## config.mk

```make
export PLATFORM = sky130hd
export DESIGN_NAME = request_agent
export DESIGN_NICKNAME = d
export VERILOG_FILES = /design/src/rtl/request_agent_pkg.sv /design/src/rtl/request_agent_unit.sv /design/src/rtl/request_agent.sv
export SDC_FILE = /design/constraint.sdc
export NUM_CORES = 1
export LEC_CHECK = 0
export BUFFER_PORTS_ARGS = -buffer_cell sky130_fd_sc_hd__buf_4
export CORE_AREA = 4 4 150 152
export CTS_CLUSTER_SIZE = 12
export DETAILED_ROUTE_END_ITERATION = 16
export DIE_AREA = 0 0 154 156
export PLACE_DENSITY = 0.78
export SLEW_MARGIN = 20
export SYNTH_ARGS = -nofsm -noshare
export SYNTH_HDL_FRONTEND = slang
export SYNTH_SLANG_ARGS = --single-unit
```

## constraint.sdc

```tcl
create_clock -name clock -period 3.5 [get_ports clock]
set_clock_uncertainty 0.05 [all_clocks]
set_input_delay 0.7 -clock clock [delete_from_list [all_inputs] [get_ports clock]]
set_output_delay 0.7 -clock clock [all_outputs]
set_load 0.005 [all_outputs]
```

## src/rtl/request_agent_pkg.sv

```systemverilog
// Shared definitions for the request agent: per-unit FSM state encoding
// and the default values of the top-level parameters.
package request_agent_pkg;

  typedef enum logic [1:0] {
    IDLE = 2'd0,
    REQ  = 2'd1,
    XFER = 2'd2
  } state_e;

  localparam int unsigned DEF_NUMUNITS     = 9;
  localparam int unsigned DEF_ADDRESSWIDTH = 3;
  localparam int unsigned DEF_PENDWIDTH    = 2;
  localparam int unsigned DEF_XFERLEN      = 4;
  localparam int unsigned DEF_AGESTEP      = 8;
  localparam int unsigned DEF_BASEPRIO     = 6;

endpackage

```

## src/rtl/request_agent_unit.sv

```systemverilog
// One requesting unit: pending-job counter, IDLE/REQ/XFER FSM, request
// aging and sticky error flags. All outputs come straight from flops.
//   clock, reset      : clock, synchronous active-high reset
//   job_valid         : one-cycle pulse, adds one pending job
//   grant             : grant bit from the arbiter
//   request           : high while in REQ
//   prio              : priority field (lower = more urgent)
//   busy / done       : in XFER / last XFER cycle
//   overflow          : sticky, a job was dropped
//   grant_error       : sticky, grant seen outside REQ
module request_agent_unit
  import request_agent_pkg::*;
#(
  parameter int unsigned ADDRESSWIDTH = DEF_ADDRESSWIDTH,
  parameter int unsigned PENDWIDTH    = DEF_PENDWIDTH,
  parameter int unsigned XFERLEN      = DEF_XFERLEN,
  parameter int unsigned AGESTEP      = DEF_AGESTEP,
  parameter int unsigned BASEPRIO     = DEF_BASEPRIO
) (
  input  logic                    clock,
  input  logic                    reset,
  input  logic                    job_valid,
  input  logic                    grant,
  output logic                    request,
  output logic [ADDRESSWIDTH-1:0] prio,
  output logic                    busy,
  output logic                    done,
  output logic                    overflow,
  output logic                    grant_error
);

  localparam logic [PENDWIDTH-1:0]    PEND_MAX  = '1;
  localparam logic [3:0]              XFER_LOAD = 4'(XFERLEN - 1);
  localparam logic [7:0]              AGE_LAST  = 8'(AGESTEP - 1);
  localparam logic [ADDRESSWIDTH-1:0] BASE      = ADDRESSWIDTH'(BASEPRIO);

  state_e                  state_q, state_d;
  logic [PENDWIDTH-1:0]    pending_q, pending_d;
  logic [3:0]              xfer_cnt_q, xfer_cnt_d;
  logic [7:0]              age_cnt_q, age_cnt_d;
  logic [ADDRESSWIDTH-1:0] prio_q, prio_d;
  logic                    request_q, request_d;
  logic                    busy_q, busy_d;
  logic                    done_q, done_d;
  logic                    overflow_q, overflow_d;
  logic                    grant_error_q, grant_error_d;
  logic                    complete;

  always_comb begin
    state_d       = state_q;
    pending_d     = pending_q;
    xfer_cnt_d    = xfer_cnt_q;
    age_cnt_d     = age_cnt_q;
    prio_d        = prio_q;
    overflow_d    = overflow_q;
    grant_error_d = grant_error_q;

    complete = (state_q == XFER) && (xfer_cnt_q == '0);

    // A new job arriving with a completion cancels out: count unchanged.
    if (job_valid && !complete) begin
      if (pending_q == PEND_MAX) overflow_d = 1'b1;
      else                       pending_d  = pending_q + 1'b1;
    end else if (!job_valid && complete && (pending_q != '0)) begin
      pending_d = pending_q - 1'b1;
    end

    unique case (state_q)
      IDLE: begin
        if (grant) grant_error_d = 1'b1;
        if (pending_q != '0) state_d = REQ;
      end
      REQ: begin
        if (grant) begin
          state_d    = XFER;
          xfer_cnt_d = XFER_LOAD;
        end else if (age_cnt_q == AGE_LAST) begin
          age_cnt_d = '0;
          if (prio_q != '0) prio_d = prio_q - 1'b1;
        end else begin
          age_cnt_d = age_cnt_q + 1'b1;
        end
      end
      XFER: begin
        if (grant) grant_error_d = 1'b1;
        if (xfer_cnt_q == '0) state_d = (pending_d != '0) ? REQ : IDLE;
        else                  xfer_cnt_d = xfer_cnt_q - 1'b1;
      end
      default: state_d = IDLE;
    endcase

    // Aging only survives while the unit stays in REQ; any entry into REQ
    // or any other state restarts from the base priority.
    if (!((state_q == REQ) && (state_d == REQ))) begin
      prio_d    = BASE;
      age_cnt_d = '0;
    end

    // Outputs are registered from the next state so they line up with it.
    request_d = (state_d == REQ);
    busy_d    = (state_d == XFER);
    done_d    = (state_d == XFER) && (xfer_cnt_d == '0);
  end

  always_ff @(posedge clock) begin
    if (reset) begin
      state_q       <= IDLE;
      pending_q     <= '0;
      xfer_cnt_q    <= '0;
      age_cnt_q     <= '0;
      prio_q        <= BASE;
      request_q     <= 1'b0;
      busy_q        <= 1'b0;
      done_q        <= 1'b0;
      overflow_q    <= 1'b0;
      grant_error_q <= 1'b0;
    end else begin
      state_q       <= state_d;
      pending_q     <= pending_d;
      xfer_cnt_q    <= xfer_cnt_d;
      age_cnt_q     <= age_cnt_d;
      prio_q        <= prio_d;
      request_q     <= request_d;
      busy_q        <= busy_d;
      done_q        <= done_d;
      overflow_q    <= overflow_d;
      grant_error_q <= grant_error_d;
    end
  end

  assign request     = request_q;
  assign prio        = prio_q;
  assign busy        = busy_q;
  assign done        = done_q;
  assign overflow    = overflow_q;
  assign grant_error = grant_error_q;

endmodule

```

## src/rtl/request_agent.sv

```systemverilog
// Request agent: NUMUNITS independent request_agent_unit instances; this
// level only splits the input vectors and packs the outputs.
//   clock, reset : clock, synchronous active-high reset
//   job_valid    : [NUMUNITS] per-unit job pulses
//   grant        : [NUMUNITS] arbiter grant
//   request      : [NUMUNITS] per-unit request
//   prio         : [ADDRESSWIDTH*NUMUNITS] packed priority fields, unit i at
//                  [i*ADDRESSWIDTH +: ADDRESSWIDTH] ("priority" is a
//                  reserved word, hence the shorter name)
//   busy, done, overflow, grant_error : [NUMUNITS] per-unit status
module request_agent
  import request_agent_pkg::*;
#(
  parameter int unsigned NUMUNITS     = DEF_NUMUNITS,
  parameter int unsigned ADDRESSWIDTH = DEF_ADDRESSWIDTH,
  parameter int unsigned PENDWIDTH    = DEF_PENDWIDTH,
  parameter int unsigned XFERLEN      = DEF_XFERLEN,
  parameter int unsigned AGESTEP      = DEF_AGESTEP,
  parameter int unsigned BASEPRIO     = DEF_BASEPRIO
) (
  input  logic                             clock,
  input  logic                             reset,
  input  logic [NUMUNITS-1:0]              job_valid,
  input  logic [NUMUNITS-1:0]              grant,
  output logic [NUMUNITS-1:0]              request,
  output logic [ADDRESSWIDTH*NUMUNITS-1:0] prio,
  output logic [NUMUNITS-1:0]              busy,
  output logic [NUMUNITS-1:0]              done,
  output logic [NUMUNITS-1:0]              overflow,
  output logic [NUMUNITS-1:0]              grant_error
);

  for (genvar i = 0; i < NUMUNITS; i++) begin : g_unit
    request_agent_unit #(
      .ADDRESSWIDTH (ADDRESSWIDTH),
      .PENDWIDTH    (PENDWIDTH),
      .XFERLEN      (XFERLEN),
      .AGESTEP      (AGESTEP),
      .BASEPRIO     (BASEPRIO)
    ) u_unit (
      .clock       (clock),
      .reset       (reset),
      .job_valid   (job_valid[i]),
      .grant       (grant[i]),
      .request     (request[i]),
      .prio        (prio[i*ADDRESSWIDTH +: ADDRESSWIDTH]),
      .busy        (busy[i]),
      .done        (done[i]),
      .overflow    (overflow[i]),
      .grant_error (grant_error[i])
    );
  end

endmodule

```

==> flow_results.org, run 1 <==
** Yosys
- The number of nets handed over by synthesis was 1588.
- Post-synthesis sequential area ratio :: about 35%
- After synthesis, the share of flip-flops with an asynchronous set or reset is 0%.
- Yosys printed 0 warnings.
- Summed over all instances, the cell type with the most area after synthesis is sky130_fd_sc_hd__dfxtp_1.
- Counting flops and latches in the post-synthesis netlist gives 216.
- Cell area after synthesis :: 12500 sq um
- Synthesis produced approximately 1500 cells.
- Ranked by total cell area, the synthesized netlist is headed by sky130_fd_sc_hd__dfxtp_1 35%, sky130_fd_sc_hd__ha_1 12%, sky130_fd_sc_hd__nor2_1 4.2%.
- Top FF cell, synth :: sky130_fd_sc_hd__dfxtp_1
- EDFF count, synth :: 0
- Fraction of post-synthesis cell area in the top cell type by area :: approximately 35%
- A synthesized cell averages between 8 and 9 sq um.
- Number of distinct library cells after synthesis :: 80

** Layout
- Counting the fill cells in the layout gives ~1700.
- Final net count :: 1629
- Fraction of final layout cells sized beyond drive strength 1 :: about an eighth
- Layout Area Growth over Synthesis :: 11.4%
- Commonest non-fill, non-tap cell in the layout :: sky130_fd_sc_hd__dfxtp_1
- Finished Layout Cells :: around 1800
- Diode insertion count for antenna repair :: 0
- Leaving out fill and tap cells, the most frequent cells in the layout are 216 x sky130_fd_sc_hd__dfxtp_1, 139 x sky130_fd_sc_hd__nor2_1, 128 x sky130_fd_sc_hd__inv_1.

** STA
- Setup repair after global routing left no endpoint under its margin.
- The number of hold-slack violations in the final timing report was 0.
- Post-route fraction of the period consumed by the critical path :: around three quarters
- Time the worst path needs with I/O delays and setup :: ~2.7 ns
- Final-layout setup total negative slack :: 0 ns
- Setup-failing EPs final :: 0
- Top achievable clock speed :: between 0.3 and 0.4 GHz
- In this run the tightest slew margin relative to its limit is 34.6%.
- The count of pins over their slew limit came to 0.
- At the pin with the least slew margin, the transition time is 0.971 ns.
- Setup slack on the critical path of the routed design comes to approximately 0.83 ns.

** Drt
- Routed vias/inst :: about 5.6
- Violation count after the first detailed-route iteration :: between 400 and 500
- Vias :: ~10000
- Remaining antenna violation count :: 0
- After detailed routing, the average wire length per cell comes to ~14 um.
- DRC :: 0
- Detailed Route WL :: around 25000 um
- First drt pass iteration count :: 5

** Placement
- Final weighted congestion of routability-driven global placement :: around 0.88
- The number of placed instances, taps included, is approximately 1700.
- Number of buffers inserted by port buffering :: 91
- Setup WS pre-CTS :: 0.878 ns
- Final HPWL DP :: ~18000 um

** Pwr
- For this design the total switching power over the nets is 1.96 mW.
- Across the VDD grid, the largest voltage drop is 0.442 mV.
- In this run the power density over the cells is 488 nW/um^2.
- Sequential power share :: about 40%
- Portion of total power attributed to the clock network :: 39.2%
- Cell internal power was estimated by the tool at about 4.8 mW.
- Switching Fraction :: approximately 29%
- Relative contribution of combinational cells to total power :: a little over a fifth
- Pleak :: 5.83 nW

** Floorplan
- Die Width :: between 150 and 200 um
- In this run the count of I/O pins placed on the die edge is between 90 and 100.
- Core footprint :: ~21000 sq um
- Die Area :: roughly 24000 sq um
- Initial Utilization :: between 50% and 60%
- Rows :: 53
- Height of the die :: around 160 um

** Clock tree
- Clock transition at path regs :: around 0.060 ns
- CTS saw between 200 and 250 sinks.
- Clock tree root buffer cell :: sky130_fd_sc_hd__clkbuf_16
- In this run, CTS created clock tree buffers numbering 25.
- Once the clock tree was built, the setup fixing pass inserted 0 buffers.
- In this run, post-CTS hold repair placed 0 buffers.
- In this run, post-CTS repair resized a total of 0 instances.
- TritonCTS built the clock tree.
- CTS built an H-tree with a depth of 1.
- The clock passes through at most 3 buffers.
- Clock insertion delay at the later pin of the skew report :: a little over 0.5 ns

** Worst setup path
- STA classifies the critical path endpoint as a register.
- Data on the critical path is required at its endpoint by about 3.8 ns.
- Largest fanout on the critical path :: 15
- Arrival time of data at the critical path endpoint :: about 3 ns
- Nature of the critical path startpoint :: register
- The slowest stage of the critical path is the sky130_fd_sc_hd__or4_1 cell.
- Slowest cell delay on critical path :: ~0.55 ns
- By startpoint and endpoint, the worst setup path is classified as register to register.
- Worst path cell trace :: inv_1, ha_1, nand4bb_1, or4_1, a31oi_1, a211oi_2, buf_4, or3_1
- The worst register-to-register path has a setup slack of just over 0.8 ns.

** Global routing
- After global routing the overflow that remains totals 0.
- Global routing used between 20 and 25% of the available tracks.
- Maximum number of pins on one net before global-route repair :: 46
- The number of antenna violations at the first check in global routing was 1.
- Global-route wire length before repair :: around 43000 um
- Number of global-route vias before repair :: around 9600

** Worst hold path
- Worst hold path class :: input pin to register

** Outcome
- The flow ran to the end, and the final reports show no timing, DRC or antenna violations.

** Job
- The tool flagged a number of max-cap violations equal to 0.
==> logic make-up after synthesis <==
family | Yosys count | synth area share (%)
simple gates | 572 | 25.4
compound gates | 220 | 11.8
flops | 216 | 34.6
buf+inv | 214 | 8.00
fa+ha+maj | 116 | 11.6
xor+xnor | 70 | 4.91
mux | 44 | 3.67
==> worst paths after layout <==
kind / end / startpoint / cells after the start
worst max-delay path: g_unit[2].u_unit.prio[1]$_SDFFE_PP1P_ / g_unit[2].u_unit.state_q[0]$_SDFF_PP0_ / 8
worst min-delay path: g_unit[5].u_unit.pending_q[0]$_SDFF_PP0_ / job_valid[5] / 2
worst max register to register: g_unit[2].u_unit.prio[1]$_SDFFE_PP1P_ / g_unit[2].u_unit.state_q[0]$_SDFF_PP0_ / 8
worst min register to register: g_unit[0].u_unit.grant_error$_SDFFE_PP0P_ / g_unit[0].u_unit.grant_error$_SDFFE_PP0P_ / 2
==> metal layers <==
metal / up-vias / track usage (%) / share of wire, %
li1: 5121 / - / -
met5: - / 0 / 0
met2: 160 / 36.0 / 48
met1: 4691 / 25.9 / 46
met4: 0 / 3.99 / 1.7
met3: 34 / 2.86 / 3.8
==> power groups by stage <==
stage | logic, mW | clock network [mW] | registers (mW)
6_report | 1.43 | 2.66 | 2.70
5_1_grt | 1.61 | 2.84 | 2.71
4_1_cts | 1.43 | 2.74 | 2.70
3_5_place_dp | 1.41 | 0 | 2.75
3_3_place_gp | 1.38 | 0 | 2.74
2_1_floorplan | 1.13 | 0 | 2.72
==> synthesized netlist by cell type, drive strengths merged, types with 32 or more instances <==
library cell    n
dfxtp         216
nor2          139
inv           131
ha            116
nand2          78
nor3           66
buf            63
o21ai          57
a21oi          56
nand3          38
xnor2          37
xor2           33
nor4           32
==> registers in the layout, indices dropped and copies added, names as in the netlist, 18 cells and up <==
| name | flops |
|---|---|
| g_unit.u_unit.pending_q | 18 |
| g_unit.u_unit.age_cnt_q | 72 |
| g_unit.u_unit.prio | 27 |
| g_unit.u_unit.xfer_cnt_q | 36 |
| g_unit.u_unit.state_q | 18 |
==> area by class of cell <==
| class | instances | area, sq um | area share (%) |
|---|---|---|---|
| clock inverter | 7 | 87.6 | 0.629 |
| timing repair buffer | 97 | 728 | 5.23 |
| sequential | 216 | 4320 | 31.1 |
| tap | 275 | 344 | 2.47 |
| inverter | 131 | 492 | 3.53 |
| multi-input combinational | 1022 | 7170 | 51.5 |
| clock buffer | 38 | 774 | 5.56 |
==> critical path: cells and delay by family (launching register included) <==
| family | cells | cell delay (ns) |
|---|---|---|
| simple gates | 3 | 1.29 |
| flops | 1 | 0.33 |
| compound gates | 2 | 0.30 |
| fa+ha+maj | 1 | 0.30 |
| buf+inv | 2 | 0.29 |
==> metrics by stage <==
| step | util, % | instance area [sq um] | power, mW | hold slack (ns) |
|---|---|---|---|---|
| floorplan | - | 12500 | 3.85 | 0.373 |
| detailed placement | 62.1 | 13100 | 4.16 | 0.392 |
| finish | 66.2 | 13900 | 6.79 | 0.372 |
| global route | 66.2 | 13900 | 7.16 | 0.371 |
| CTS | 66.2 | 13900 | 6.86 | 0.352 |
| global placement | 62.1 | 13100 | 4.12 | 0.383 |
Note: power is estimated with default switching activity, not from simulation.
==> run 2, diff against run 1 <==
- clock period: 3.5 -> 2.5 ns (I/O delays scaled with it)
==> run 2 against run 1 <==
  * Sequential power grew 40%
  * Critical path depth shrank 1
  * Clock-buffer cell count shrank 4
  * Cell area grew 1.1%
  * Die area is the same
  * Wire length grew 0.73%
  * Global-route usage grew 0.34 points
  * Largest cell class unchanged
==> flow_results.org, run 2 (synthesis gave the netlist of run 1 again) <==
** Worst setup path
- Crit-path slowest cell :: sky130_fd_sc_hd__or4_1
- The critical path goes through inv_1, ha_1, or4_1, a31oi_2, a211oi_2, buf_4, or3_1.
- Nature of the critical path startpoint :: register
- The setup path with the least slack is of type register to register.
- The maximum fanout encountered on the critical timing path is 15 (unchanged).
- The signal arrival time at the worst endpoint was 2.70 ns (-0.31 ns).
- Slowest cell delay on critical path :: 0.58 ns (+0.03 ns)
- The reg2reg setup slack was 0.13 ns (-0.70 ns).
- The total buffers and inverters traversed by the critical path came to 2 (unchanged).
- On the critical path the largest part of the delay comes from simple AND/OR/NAND/NOR gates.
- Type of element capturing the critical path :: register
- The required time at the worst-slack endpoint is 2.84 ns (-1.00 ns).

** Floorplan
- The I/O pin count was 92 (unchanged).
- Die Area :: 24000 sq um (unchanged)
- Rows :: 53 (unchanged)
- The width of the die is 154 um (unchanged).
- Core footprint :: 21000 sq um (unchanged)
- The starting utilization of the core area came to 59.4% (unchanged).
- The die span in y came to 156 um (unchanged).

** Clock tree
- CTS HTree Levels :: 1 (unchanged)
- The number of clock buffers inserted by TritonCTS came to 24 (-4.0%).
- The insertion delay to the later sink of the worst-skew pair came to 0.51 ns (about the same).
- Clock transition at path regs :: 0.06 ns (about the same)
- The clock sink count is 216 (unchanged).
- Total of hold buffers inserted after clock tree synthesis :: 0 (unchanged)
- Clock tree root buffer cell :: sky130_fd_sc_hd__clkbuf_16
- Clock tree from TritonCTS :: yes
- The maximum clock path buffer count was 3 (unchanged).

** STA
- Worst Setup Slack, final :: 0.132 ns (-0.698 ns)
- Slew Viols, Final :: 0 (unchanged)
- Top achievable clock speed :: 0.422 GHz (+13%)
- The slew at the pin closest to its max-slew limit was 0.975 ns (+0.00418 ns).
- Setup-failing EPs final :: 0 (unchanged)
- Final Hold Violating Endpoints :: 0 (unchanged)
- Post-route fraction of the period consumed by the critical path :: 94.7% (+18 points)
- Time the worst path needs with I/O delays and setup :: 2.37 ns (-0.302 ns)
- Unrepaired setup endpoints after global routing :: true
- Final-layout setup total negative slack :: 0 ns (unchanged)
- Slew headroom :: 34.3% (-0.28 points)

** Worst hold path
- Worst hold path class :: input pin to register

** Placement
- The count of input and output buffers is 91 (unchanged).
- Final HPWL DP :: 18400 um (+2.2%)
- The worst setup slack after placement was 0.0821 ns (-0.796 ns).
- Final weighted congestion of routability-driven global placement :: 0.846 (-4.1%)

** Layout
- The final layout net count came to 1658 (+1.8%).
- Layout Area Growth over Synthesis :: 12.6%
- The flip-flop count of the largest register after layout was 72 (unchanged).
- Counting flops per register, the top entry is g_unit.u_unit.age_cnt_q.
- Post-layout util :: 66.9% (+0.70 points)
- The share of final-layout standard cells stronger than drive strength 1 came to 14.3% (+1.9 points).
- The number of diodes added for antenna fixing came to 0 (unchanged).
- The library cell used most frequently in the layout, excluding fill and tap cells, is sky130_fd_sc_hd__dfxtp_1.
- The count of filler cells inserted in the layout is 1678 (-2.6%).
- Leading cell types in the layout, fill and taps excluded :: 216 x sky130_fd_sc_hd__dfxtp_1, 139 x sky130_fd_sc_hd__nor2_1, 128 x sky130_fd_sc_hd__inv_1

** Global routing
- Most congested layer reported by global routing :: met2
- The first-pass GRT wire length came to 43400 um (+1.3%).
- The number of antenna violations at the first check in global routing was 0 (-1).
- The global routing met1 resource utilization came to 26.5% (+0.62 points).
- GRT met2 Usage :: 36.1% (+0.10 points)
- The final global-route overflow total is 0 (unchanged).
- The maximum number of pins on one net before global-route repair came to 31 (-33%).
- The number of global-route vias before repair is 9559 (-0.19%).
- Overall track demand over capacity in global routing :: 20.4% (+0.34 points)
- The routing usage on met3 was 2.77% (-0.083 points).

** Drt
- The count of routing violations after the opening detailed-route iteration is 354 (-22%).
- The detailed-route via count was 10116 (+1.1%).
- Routed WL per cell :: 13.9 um (-0.77%)
- The number of vias per cell after detailed routing is 5.58 (-0.41%).
- Remaining antenna violation count :: 0 (unchanged)
- DRC :: 0 (unchanged)
- The final wirelength came to 25200 um (+0.73%).
- The detailed-routing iteration count for the pre-antenna-repair pass is 5 (unchanged).

** Job
- The number of max-capacitance violations reported is 0 (unchanged).

** Pwr
- The power per cell area came to 649 nW/um^2 (+33%).
- Total chip power :: 9.13 mW (+35%)
- The maximum ir drop on the vdd rail came to 0.553 mV (+25%).
- Pleak :: 5.93 nW (+1.7%)

** Outcome
- The run finished with clean final reports.
[run 2: final timing paths]
path,cells past startpoint,startpoint,end
min reg2reg,2,g_unit[3].u_unit.grant_error$_SDFFE_PP0P_,g_unit[3].u_unit.grant_error$_SDFFE_PP0P_
max,7,g_unit[2].u_unit.pending_q[1]$_SDFF_PP0_,g_unit[2].u_unit.prio[2]$_SDFFE_PP1P_
min,2,job_valid[5],g_unit[5].u_unit.pending_q[0]$_SDFF_PP0_
max reg2reg,7,g_unit[2].u_unit.pending_q[1]$_SDFF_PP0_,g_unit[2].u_unit.prio[2]$_SDFFE_PP1P_
[run 2: layout make-up]
cell class	instances	area, sq um	share of cell area, %
multi-input cells	1022	7220	51.4
inverters	131	492	3.50
repair buffers	127	953	6.78
well taps	275	344	2.45
flip-flops and latches	216	4320	30.7
clock buffers	34	689	4.90
clock inverters	8	40.0	0.285
[run 2: per-stage QoR]
stage	instance area (sq um)	hold slack, ns	instances
2_1_floorplan	12500	0.373	1452
3_3_place_gp	13300	0.383	1769
3_5_place_dp	13300	0.390	1769
4_1_cts	14000	0.149	1811
5_1_grt	14100	0.166	1813
6_report	14100	0.174	1813
[run 2: power breakdown]
group | switching, mW | internal (mW)
sequential | 0.141 | 3.63
clock | 1.35 | 1.91
combinational | 1.22 | 0.884
[run 2: per-layer routing]
| metal | share of wire (%) | wire, um |
|---|---|---|
| met5 | 0 | 0 |
| met4 | 1.9 | 478 |
| met3 | 3.7 | 928 |
| met2 | 48 | 12200 |
| met1 | 46 | 11600 |
[run 2: repair_timing]
action                     in CTS  in global routing
resized for setup               0                  8
setup buffers                   0                  2
setup endpoints to repair       0                 23
[run 2: worst reg2reg max path, cell delays in order (launching register included)]
cell,delay (ns)
sky130_fd_sc_hd__dfxtp_1,0.39
sky130_fd_sc_hd__inv_1,0.10
sky130_fd_sc_hd__ha_1,0.27
sky130_fd_sc_hd__or4_1,0.58
sky130_fd_sc_hd__a31oi_2,0.22
sky130_fd_sc_hd__a211oi_2,0.06
sky130_fd_sc_hd__buf_4,0.19
sky130_fd_sc_hd__or3_1,0.39
